`src/rtl/adder_pipe_param.sv`:
```
// rtl/adder_pipe_param.sv - pipelined add/subtract unit, one registered carry slice per stage
// Operand slices are skewed in and result slices deskewed out so every stage advances together.
module adder_pipe_param #(
   parameter int WIDTH  = 32,
   parameter int STAGES = 4
) (
   input  logic             clk,
   input  logic             reset,
   input  logic             in_valid,
   output logic             in_ready,
   input  logic [WIDTH-1:0] in1,
   input  logic [WIDTH-1:0] in2,
   input  logic             cin,
   input  logic             sub,
   output logic             out_valid,
   input  logic             out_ready,
   output logic [WIDTH-1:0] sum,
   output logic             cout,
   output logic             overflow
);
   localparam int SW = WIDTH / STAGES;

   logic              advance;
   logic [WIDTH-1:0]  b_eff;
   logic              c0;
   logic [STAGES-1:0] vld_r;
   logic [STAGES-1:0] vld_nxt;
   logic [STAGES-1:0] carry_r;

   // A full output that is not being taken freezes the whole pipe.
   assign advance   = !vld_r[STAGES-1] || out_ready;
   assign in_ready  = advance;
   assign out_valid = vld_r[STAGES-1];
   assign cout      = carry_r[STAGES-1];
   assign b_eff     = sub ? ~in2 : in2;
   assign c0        = sub ? ~cin : cin;

   if (STAGES == 1) begin : g_vld_one
      assign vld_nxt = in_valid;
   end else begin : g_vld_many
      assign vld_nxt = {vld_r[STAGES-2:0], in_valid};
   end

   always_ff @(posedge clk or posedge reset) begin
      if (reset) begin
         vld_r <= '0;
      end else if (advance) begin
         vld_r <= vld_nxt;
      end
   end

   for (genvar j = 0; j < STAGES; j++) begin : g_slice
      localparam int RD = STAGES - j;

      logic [SW-1:0]          a_at;
      logic [SW-1:0]          b_at;
      logic                   c_at;
      logic [SW:0]            part;
      logic                   carry_q;
      logic [RD-1:0][SW-1:0]  r_dly;
      logic [RD-1:0][SW-1:0]  r_nxt;

      // Slice j waits j cycles so it meets the carry coming out of slice j-1.
      if (j == 0) begin : g_head
         assign a_at = in1[SW-1:0];
         assign b_at = b_eff[SW-1:0];
         assign c_at = c0;
      end else begin : g_skew
         logic [j-1:0][SW-1:0] a_dly;
         logic [j-1:0][SW-1:0] b_dly;
         logic [j-1:0][SW-1:0] a_nxt;
         logic [j-1:0][SW-1:0] b_nxt;

         if (j == 1) begin : g_one
            assign a_nxt = in1[j*SW +: SW];
            assign b_nxt = b_eff[j*SW +: SW];
         end else begin : g_many
            assign a_nxt = {a_dly[j-2:0], in1[j*SW +: SW]};
            assign b_nxt = {b_dly[j-2:0], b_eff[j*SW +: SW]};
         end

         always_ff @(posedge clk or posedge reset) begin
            if (reset) begin
               a_dly <= '0;
               b_dly <= '0;
            end else if (advance) begin
               a_dly <= a_nxt;
               b_dly <= b_nxt;
            end
         end

         assign a_at = a_dly[j-1];
         assign b_at = b_dly[j-1];
         assign c_at = carry_r[j-1];
      end

      assign part = {1'b0, a_at} + {1'b0, b_at} + {{SW{1'b0}}, c_at};

      // Result slice j then waits STAGES-1-j cycles so all slices leave together.
      if (RD == 1) begin : g_r_one
         assign r_nxt = part[SW-1:0];
      end else begin : g_r_many
         assign r_nxt = {r_dly[RD-2:0], part[SW-1:0]};
      end

      always_ff @(posedge clk or posedge reset) begin
         if (reset) begin
            carry_q <= 1'b0;
            r_dly   <= '0;
         end else if (advance) begin
            carry_q <= part[SW];
            r_dly   <= r_nxt;
         end
      end

      assign carry_r[j]      = carry_q;
      assign sum[j*SW +: SW] = r_dly[RD-1];

      if (j == STAGES - 1) begin : g_tail
         logic ovf_q;

         always_ff @(posedge clk or posedge reset) begin
            if (reset) begin
               ovf_q <= 1'b0;
            end else if (advance) begin
               ovf_q <= (a_at[SW-1] == b_at[SW-1]) && (part[SW-1] != a_at[SW-1]);
            end
         end

         assign overflow = ovf_q;
      end
   end
endmodule

```
`config.mk`:
```
export PLATFORM = sky130hd
export DESIGN_NAME = adder_pipe_param
export DESIGN_NICKNAME = d
export VERILOG_FILES = /design/src/rtl/adder_pipe_param.sv
export SDC_FILE = /design/constraint.sdc
export NUM_CORES = 1
export LEC_CHECK = 0
export BUFFER_PORTS_ARGS = -buffer_cell sky130_fd_sc_hd__clkbuf_2
export CORE_AREA = 2 2 172 174
export CTS_CLUSTER_SIZE = 24
export DETAILED_ROUTE_END_ITERATION = 8
export DIE_AREA = 0 0 174 176
export HOLD_SLACK_MARGIN = 0.02
export SLEW_MARGIN = 20
export SYNTH_ARGS = -nofsm -noshare
export SYNTH_HDL_FRONTEND = slang
export SYNTH_SLANG_ARGS = --single-unit
```
`constraint.sdc`:
```
create_clock -name clk -period 9.58 [get_ports clk]
set_input_delay 2.395 -clock clk [delete_from_list [all_inputs] [get_ports clk]]
set_output_delay 2.395 -clock clk [all_outputs]
set_load 0.01 [all_outputs]
```
# Word-level counts from Yosys, hierarchy flattened
# Cells that the tools add are included.
# totals
ff_bits	185
ramBits	0
output_inout_bits	36
inputBits	70
latch_bits	0
n_memories	0
word_cells	45
rom_bits	0
# op_classes
magnitude_cmp	0
n_mux	2
n_eq_ne	2
n_mul	0
shift	0
reduce_logical	3
div	0
n_addsub	8
bitwise	2
# op_table
cell	count
$add 8x8->9	4
$add 9x1->9	4
$mux 32	1
$not 32->32	1
$eq 1x1->1	1
$logic_and 1x1->1	1
$logic_not 1->1	1
$logic_or 1x1->1	1
$mux 1	1
$ne 1x1->1	1
$not 1->1	1

# Longest topological paths before layout
# Gate-level depths: netlist of run 1.
# depth
ltp_word	4
mapped_depth	11

# Worst setup path before layout of run 1
# No wires, ideal clock.
# synth_timing
path_kind	in2out
start	input port out_ready
end	output port in_ready
arrival_ns	2.977
path_slack_ns	4.208
n_path_buf	2
stages	4
path_cell_list	nor2b_1 buf_2 inv_2 clkbuf_1
# synth_via
elab_chain_cells	1
# synth_lines
element	line_no	rtl
start, declared	16	input logic out_ready,
$logic_or 1x1->1	31	assign advance = !vld_r[STAGES-1] || out_ready;
end, declared	10	output logic in_ready,
# Every way passes these cells.

# Final worst setup path of run 1
# Same ends and word-level chain as after synthesis.

==> metrics.txt, run 1 <==
status=complete, no violations; Slew Viols, Final=0; Mapped Avg Cell Area=9.17 µm²; area leader, netlist=dfrtp_1; setup TNS=0 ns; Syn Nets=1,038; DRC=0; vias per cell=4.38; Final setup viols=0; grt ovf=0; Flop pwr share=41.6%; Mapped Area=8550 µm²; via count of the first global-routing pass=6,097; DRC marker count from the first detailed-route iteration=373; Hold Path Class=reg -> reg; synth warn=0; Worst Path Buf+Inv=4; WS Path Type=in -> out; clk_skew=0.00981 ns; sw frac=38.1%; via count=6,093; starting density of the core=29.9%; Crit-path slowest cell=inv_4; Synth Instances=932; fin cells=1,390; P_leak=0.00495 µW; H-tree depth=4; total I/O pin count=106; EDFF count, synth=0; ratio of cells with drive above 1 in the final layout=15.3%; cell family with the largest share of critical-path delay=buffers and inverters; WHS=0.466 ns; dpl cells=1,358; Most common cell on crit path=clkbuf_2; Root Driver=clkbuf_16; most common cell in the netlist=nand2_1; Yosys cell types=40; Worst EP required=7.19 ns; GPL Wtd Cong=0.731; worst-path fanout max=72; type of element launching the critical path=input pin; Gate power share=35.8%; Post-Route WL=17,700 µm; top_reg_cell synth=dfrtp_1; Die Footprint=30,600 µm²; FMAX=165 MHz; core area=28,500 µm²; # Post-CTS Setup Buffers=0; Die Wd=174 µm; GRT Total Usage=12.0%; Pint=1980 µW; RSZ-0062 raised after global routing=false; clock buffer depth=2; Seq/Total Area, Yosys=54.2%; max incr delay on CP=0.60 ns; PortBufs=105; clock sinks=185; DP Worst Slack=3.51 ns; # rows=62; number of gates resized after cts=0; Layout area overhead=15.2%; Fillers=3,024; DRT Pass-1 Iters=4; CTS tree=built; cts hold-fix bufs=0; post-route setup slack=3.54 ns; initial antenna violation count=0; largest net degree at the start of global routing=107; nets=1,099; Fin. Hold Viols=0; top cells by area, synth=dfrtp_1 (54%), nand2_1 (19%), ha_1 (4.1%), o21ai_0 (2.9%), xnor2_1 (2.9%); Max VDD drop=103 µV; Max-Cap Viols=0; Finished Core Util=34.5%; min cycle time layout=6.04 ns; actual slew at the worst max-slew pin=0.946 ns; Worst-Skew Late Latency=0.43 ns; Tcrit/Tclk final=63.1%; post-DP HPWL=11,700 µm; Die Ht=176 µm; crit-path cells=clkbuf_2, nor2b_4, buf_4, inv_4, clkbuf_2; PD cells=325 nW/µm²; Worst setup EP type=primary output; Clock Power Share=22.7%; Post-DRT Antenna Nets=0; first-pass GRT wire length=29,900 µm; clock buffer count from CTS=17; synth cell count leaders=nand2_1 (433), dfrtp_1 (185), o21ai_0 (49); Rel. slew slack=36.9%; ant diodes=0; Seq cells post-synth=185; fraction of registers with async set/reset=100%; clk slew on worst S/H paths=0.07 ns; total net switching power=1220 µW; Critical Path AT=3.65 ns; share of the synthesized area in the top cell type=54.2%; WL/cell=12.7 µm
[power groups by stage]
| stage | registers [µW] | clock network, µW | logic [µW] |
|---|---|---|---|
| 2_1_floorplan | 1300 | 0 | 952 |
| 3_3_place_gp | 1350 | 0 | 1130 |
| 3_5_place_dp | 1350 | 0 | 1170 |
| 4_1_cts | 1340 | 749 | 1170 |
| 5_1_grt | 1380 | 783 | 1330 |
| 6_report | 1330 | 726 | 1150 |
[state kept, by name, indices dropped and copies added, names as in the netlist]
| name | cells |
|---|---|
| cout | 1 |
| g_slice.a_at | 24 |
| g_slice.b_at | 24 |
| g_slice.carry_q | 3 |
| g_slice.g_skew.a_dly | 24 |
| g_slice.g_skew.b_dly | 24 |
| g_slice.r_dly | 56 |
| overflow | 1 |
| sum | 24 |
| vld_r | 4 |
[kinds of logic (layout without fill, tap and decap cells)]
logic type / count (synthesis) / in the layout / share of synthesized area, %
AOI/OAI and AO/OA: 112 / 112 / 8.26
xor gates and xnor gates: 49 / 49 / 5.02
adders and majority gates: 36 / 36 / 5.97
buffers and inverters: 76 / 150 / 4.90
DFF: 185 / 185 / 54.2
and+or+nand+nor: 474 / 474 / 21.7
[cell usage in the layout, fill, tap and decap left out, types with 8 or more instances in the layout]
| cell type | count |
|---|---|
| a211oi_1 | 9 |
| a21o_1 | 8 |
| a21oi_1 | 18 |
| clkbuf_16 | 17 |
| clkbuf_2 | 105 |
| dfrtp_1 | 185 |
| fa_1 | 8 |
| ha_1 | 28 |
| nand2_1 | 433 |
| nor2_1 | 17 |
| o21ai_0 | 49 |
| xnor2_1 | 28 |
| xor2_1 | 21 |
[through the flow]
| stage | total power [µW] | area, µm² |
|---|---|---|
| after floorplan | 2250 | 8550 |
| after global placement | 2480 | 9220 |
| after detailed placement | 2520 | 9220 |
| after CTS | 3260 | 9840 |
| after global routing | 3490 | 9850 |
| final | 3200 | 9850 |
[tightest hold or removal path, delay by kind of cell, from the launching register on]
kind	cells	cell delay [ns]
and+or+nand+nor	2	0.09
DFF	1	0.34
[final timing paths]
path,cells after the start,slack (ns),to,start
max,5,3.54,in_ready,out_ready
min,2,0.47,sum[15],sum[15]
max reg2reg,6,6.95,g_slice[2].r_dly[3],vld_r[3]
min reg2reg,2,0.47,sum[15],sum[15]
max in group asynchronous,3,6.24,g_slice[3].g_skew.a_dly[12],reset
min in group asynchronous,2,2.12,sum[9],reset
[layout make-up]
| type | instances | area (µm²) | share of cell area, % |
|---|---|---|---|
| clock buffer | 18 | 439 | 4.46 |
| timing repair buffer | 111 | 574 | 5.83 |
| sequential | 185 | 4630 | 47.0 |
| multi-input combinational | 671 | 3510 | 35.6 |
| tap | 384 | 480 | 4.88 |
| clock inverter | 14 | 181 | 1.84 |
| inverter | 7 | 36.3 | 0.368 |
[routing by layer]
layer	routed length, µm	vias to the layer above	global-route usage (%)	part of all wire, %
li1	-	3075	-	-
met2	8240	75	19.6	47
met3	498	11	2.71	2.8
met1	8790	2932	16.2	50
met5	0	-	0	0
met4	154	0	2.73	0.87
No activity file was read; power rests on OpenSTA's default activity.
==> run 2, diff against run 1 <==
Clock period 9.58 ns to 5.2 ns, I/O delays scaled along.
==> run 2 against run 1 <==
Against the previous run:
- wire length is 1.1% lower
- core utilization down 0.061 points
- hold slack about the same
- sequential cell count unchanged
- clock skew is 0.0016 ns higher
- clock power increased by 80%
- non-clock buffer count decreased by 1
- combinational power is 84% higher
- clock-buffer cell count did not move
- critical endpoint is now g_slice[0].r_dly[6]
- largest cell class unchanged
- highest routed layer unchanged
==> metrics.txt, run 2 (synthesized netlist as in run 1, its figures left out) <==
min cycle time layout=3.30 ns; Fillers=3,055 (+1.0%); Layout area overhead=15.0%; Post-Route WL=17,500 µm (-1.1%); Crit-path slowest cell=fa_1; Worst Reg2Reg Path Length in Cells=7 (+1); dpl cells=1,357 (-0.074%); number of gates resized after cts=0 (unchanged); clock buffer count from CTS=17 (unchanged); Hold Path Class=reg -> reg; largest net degree at the start of global routing=224 (+110%); actual slew at the worst max-slew pin=1.01 ns (+0.0668 ns); Clock Power Share=22.3% (-0.4 points); Post-DRT Antenna Nets=0 (unchanged); largest register by flop count=g_slice.r_dly; design area=9830 µm² (-0.18%); Worst setup EP type=flop; fin cells=1,389 (-0.072%); max reg flops=56 (unchanged); WS Path Type=in -> reg; vias per cell=4.37 (-0.32%); RSZ-0062 raised after global routing=false; post-DP HPWL=11,400 µm (-2.3%); Die Ht=176 µm (unchanged); PortBufs=105 (unchanged); type of element launching the critical path=input pin; Worst EP required=5.57 ns (-1.62 ns); DRC marker count from the first detailed-route iteration=352 (-5.6%); Root Driver=clkbuf_16; Pint=3650 µW (+84%); ant diodes=0 (unchanged); Die Wd=174 µm (unchanged); Crit path depth=10 (+5); worst-path fanout max=17 (-76%); core area=28,500 µm² (unchanged); FMAX=303 MHz; clk slew on worst S/H paths=0.07 ns (about the same); cell family with the largest share of critical-path delay=compound AO/OA/AOI/OAI gates; GRT Total Usage=12.0% (+0.029 points); first-pass GRT wire length=29,900 µm (about the same); Die Footprint=30,600 µm² (unchanged); GPL Wtd Cong=0.714 (-2.3%); Fin. Hold Viols=0 (unchanged); Rel. slew slack=32.5% (-4.5 points); initial antenna violation count=0 (unchanged); Gate power share=36.0% (+0.2 points); total net switching power=2220 µW (+82%); # rows=62 (unchanged); Critical Path AT=3.67 ns (+0.02 ns); Max VDD drop=573 µV (+450%); crit-path cells=clkbuf_2, xor2_1, fa_1, inv_1, fa_1, nor2b_4, o31a_1, o31a_1, a211oi_1, a21o_1; PD cells=597 nW/µm² (+84%); Worst-Skew Late Latency=0.43 ns (about the same); starting density of the core=29.9% (unchanged); Final setup viols=0 (unchanged); clock buffer depth=2 (unchanged); via count=6,069 (-0.39%); nets=1,098 (-0.091%); cts hold-fix bufs=0 (unchanged); Worst Path Buf+Inv=2 (-2); H-tree depth=4 (unchanged); grt ovf=0 (unchanged); DRT Pass-1 Iters=5 (+1); Max-Cap Viols=0 (unchanged); most common cell after layout, fill and taps aside=nand2_1; max incr delay on CP=0.49 ns (-0.11 ns); CTS tree=built; Worst Hold Depth=2 (unchanged); clk_skew=0.0114 ns (+0.00159 ns); ratio of cells with drive above 1 in the final layout=15.2% (-0.084 points); clock sinks=185 (unchanged); total power draw=5870 µW (+83%); Tcrit/Tclk final=63.5%; Flop pwr share=41.7% (about the same); WHS=0.466 ns (-0.000111 ns); most frequent cells in the layout=nand2_1 (433), dfrtp_1 (185), clkbuf_2 (105); sw frac=37.8% (-0.26 points); DRC=0 (unchanged); total I/O pin count=106 (unchanged); # Post-CTS Setup Buffers=0 (unchanged); via count of the first global-routing pass=5,992 (-1.7%); P_leak=0.00495 µW (about the same); DP Area=9240 µm² (+0.15%); Slew Viols, Final=0 (unchanged); status=complete, no violations; setup TNS=0 ns (unchanged); WL/cell=12.6 µm (-1.1%)
==> run 2: changes by cell type in the layout (fill, tap and decap cells not counted), sizes merged <==
cell / previous run / this run
clkinvlp: 2 / 1
buf: 6 / 5
inv: 12 / 14
clkinv: 6 / 5
==> run 2: area by class of cell <==
class / instances / area [µm²] / area share [%]
Sequential cell: 185 / 4630 / 47.1
Multi-Input combinational cell: 671 / 3510 / 35.7
Timing Repair Buffer: 110 / 588 / 5.98
Tap cell: 384 / 480 / 4.89
Clock buffer: 18 / 439 / 4.47
Clock inverter: 14 / 154 / 1.57
Inverter: 7 / 32.5 / 0.331
==> run 2: power groups by stage <==
stage	combinational, µW	clock (µW)	sequential [µW]
3_5_place_dp	2160	0	2490
4_1_cts	2170	1360	2470
2_1_floorplan	1750	0	2400
5_1_grt	2450	1430	2550
3_3_place_gp	2110	0	2470
6_report	2120	1310	2450
==> run 2: layer usage <==
| metal | vias to the layer above | track usage, % | part of all wire (%) |
|---|---|---|---|
| li1 | 3076 | - | - |
| met1 | 2888 | 16.5 | 50 |
| met2 | 88 | 19.1 | 46 |
| met3 | 17 | 2.30 | 2.8 |
| met4 | 0 | 3.99 | 1.3 |
| met5 | - | 0 | 0 |
==> run 2: path summary, 6_finish.rpt <==
check	startpoint	to	slack (ns)
setup / recovery	sub	g_slice[0].r_dly[6]	1.90
hold / removal	sum[12]	sum[12]	0.47
setup reg to reg	g_slice[0].carry_q	g_slice[1].r_dly[6]	2.63
hold reg to reg	sum[12]	sum[12]	0.47
max in group asynchronous	reset	vld_r[0]	3.18
min in group asynchronous	reset	sum[10]	0.79
==> run 2: worst min-delay path, cell delays in order (launching register included) <==
cell and delay (ns):
dfrtp_1 0.34, nand2_1 0.05, nand2_1 0.04
==> run 2: metrics by stage <==
step | utilization [%] | worst slack (ns)
final | 34.4 | 1.90
after global routing | 34.4 | 1.76
after CTS | 34.4 | 1.89
after detailed placement | 32.4 | 1.44
after global placement | 32.4 | 1.48
after floorplan | - | 1.52
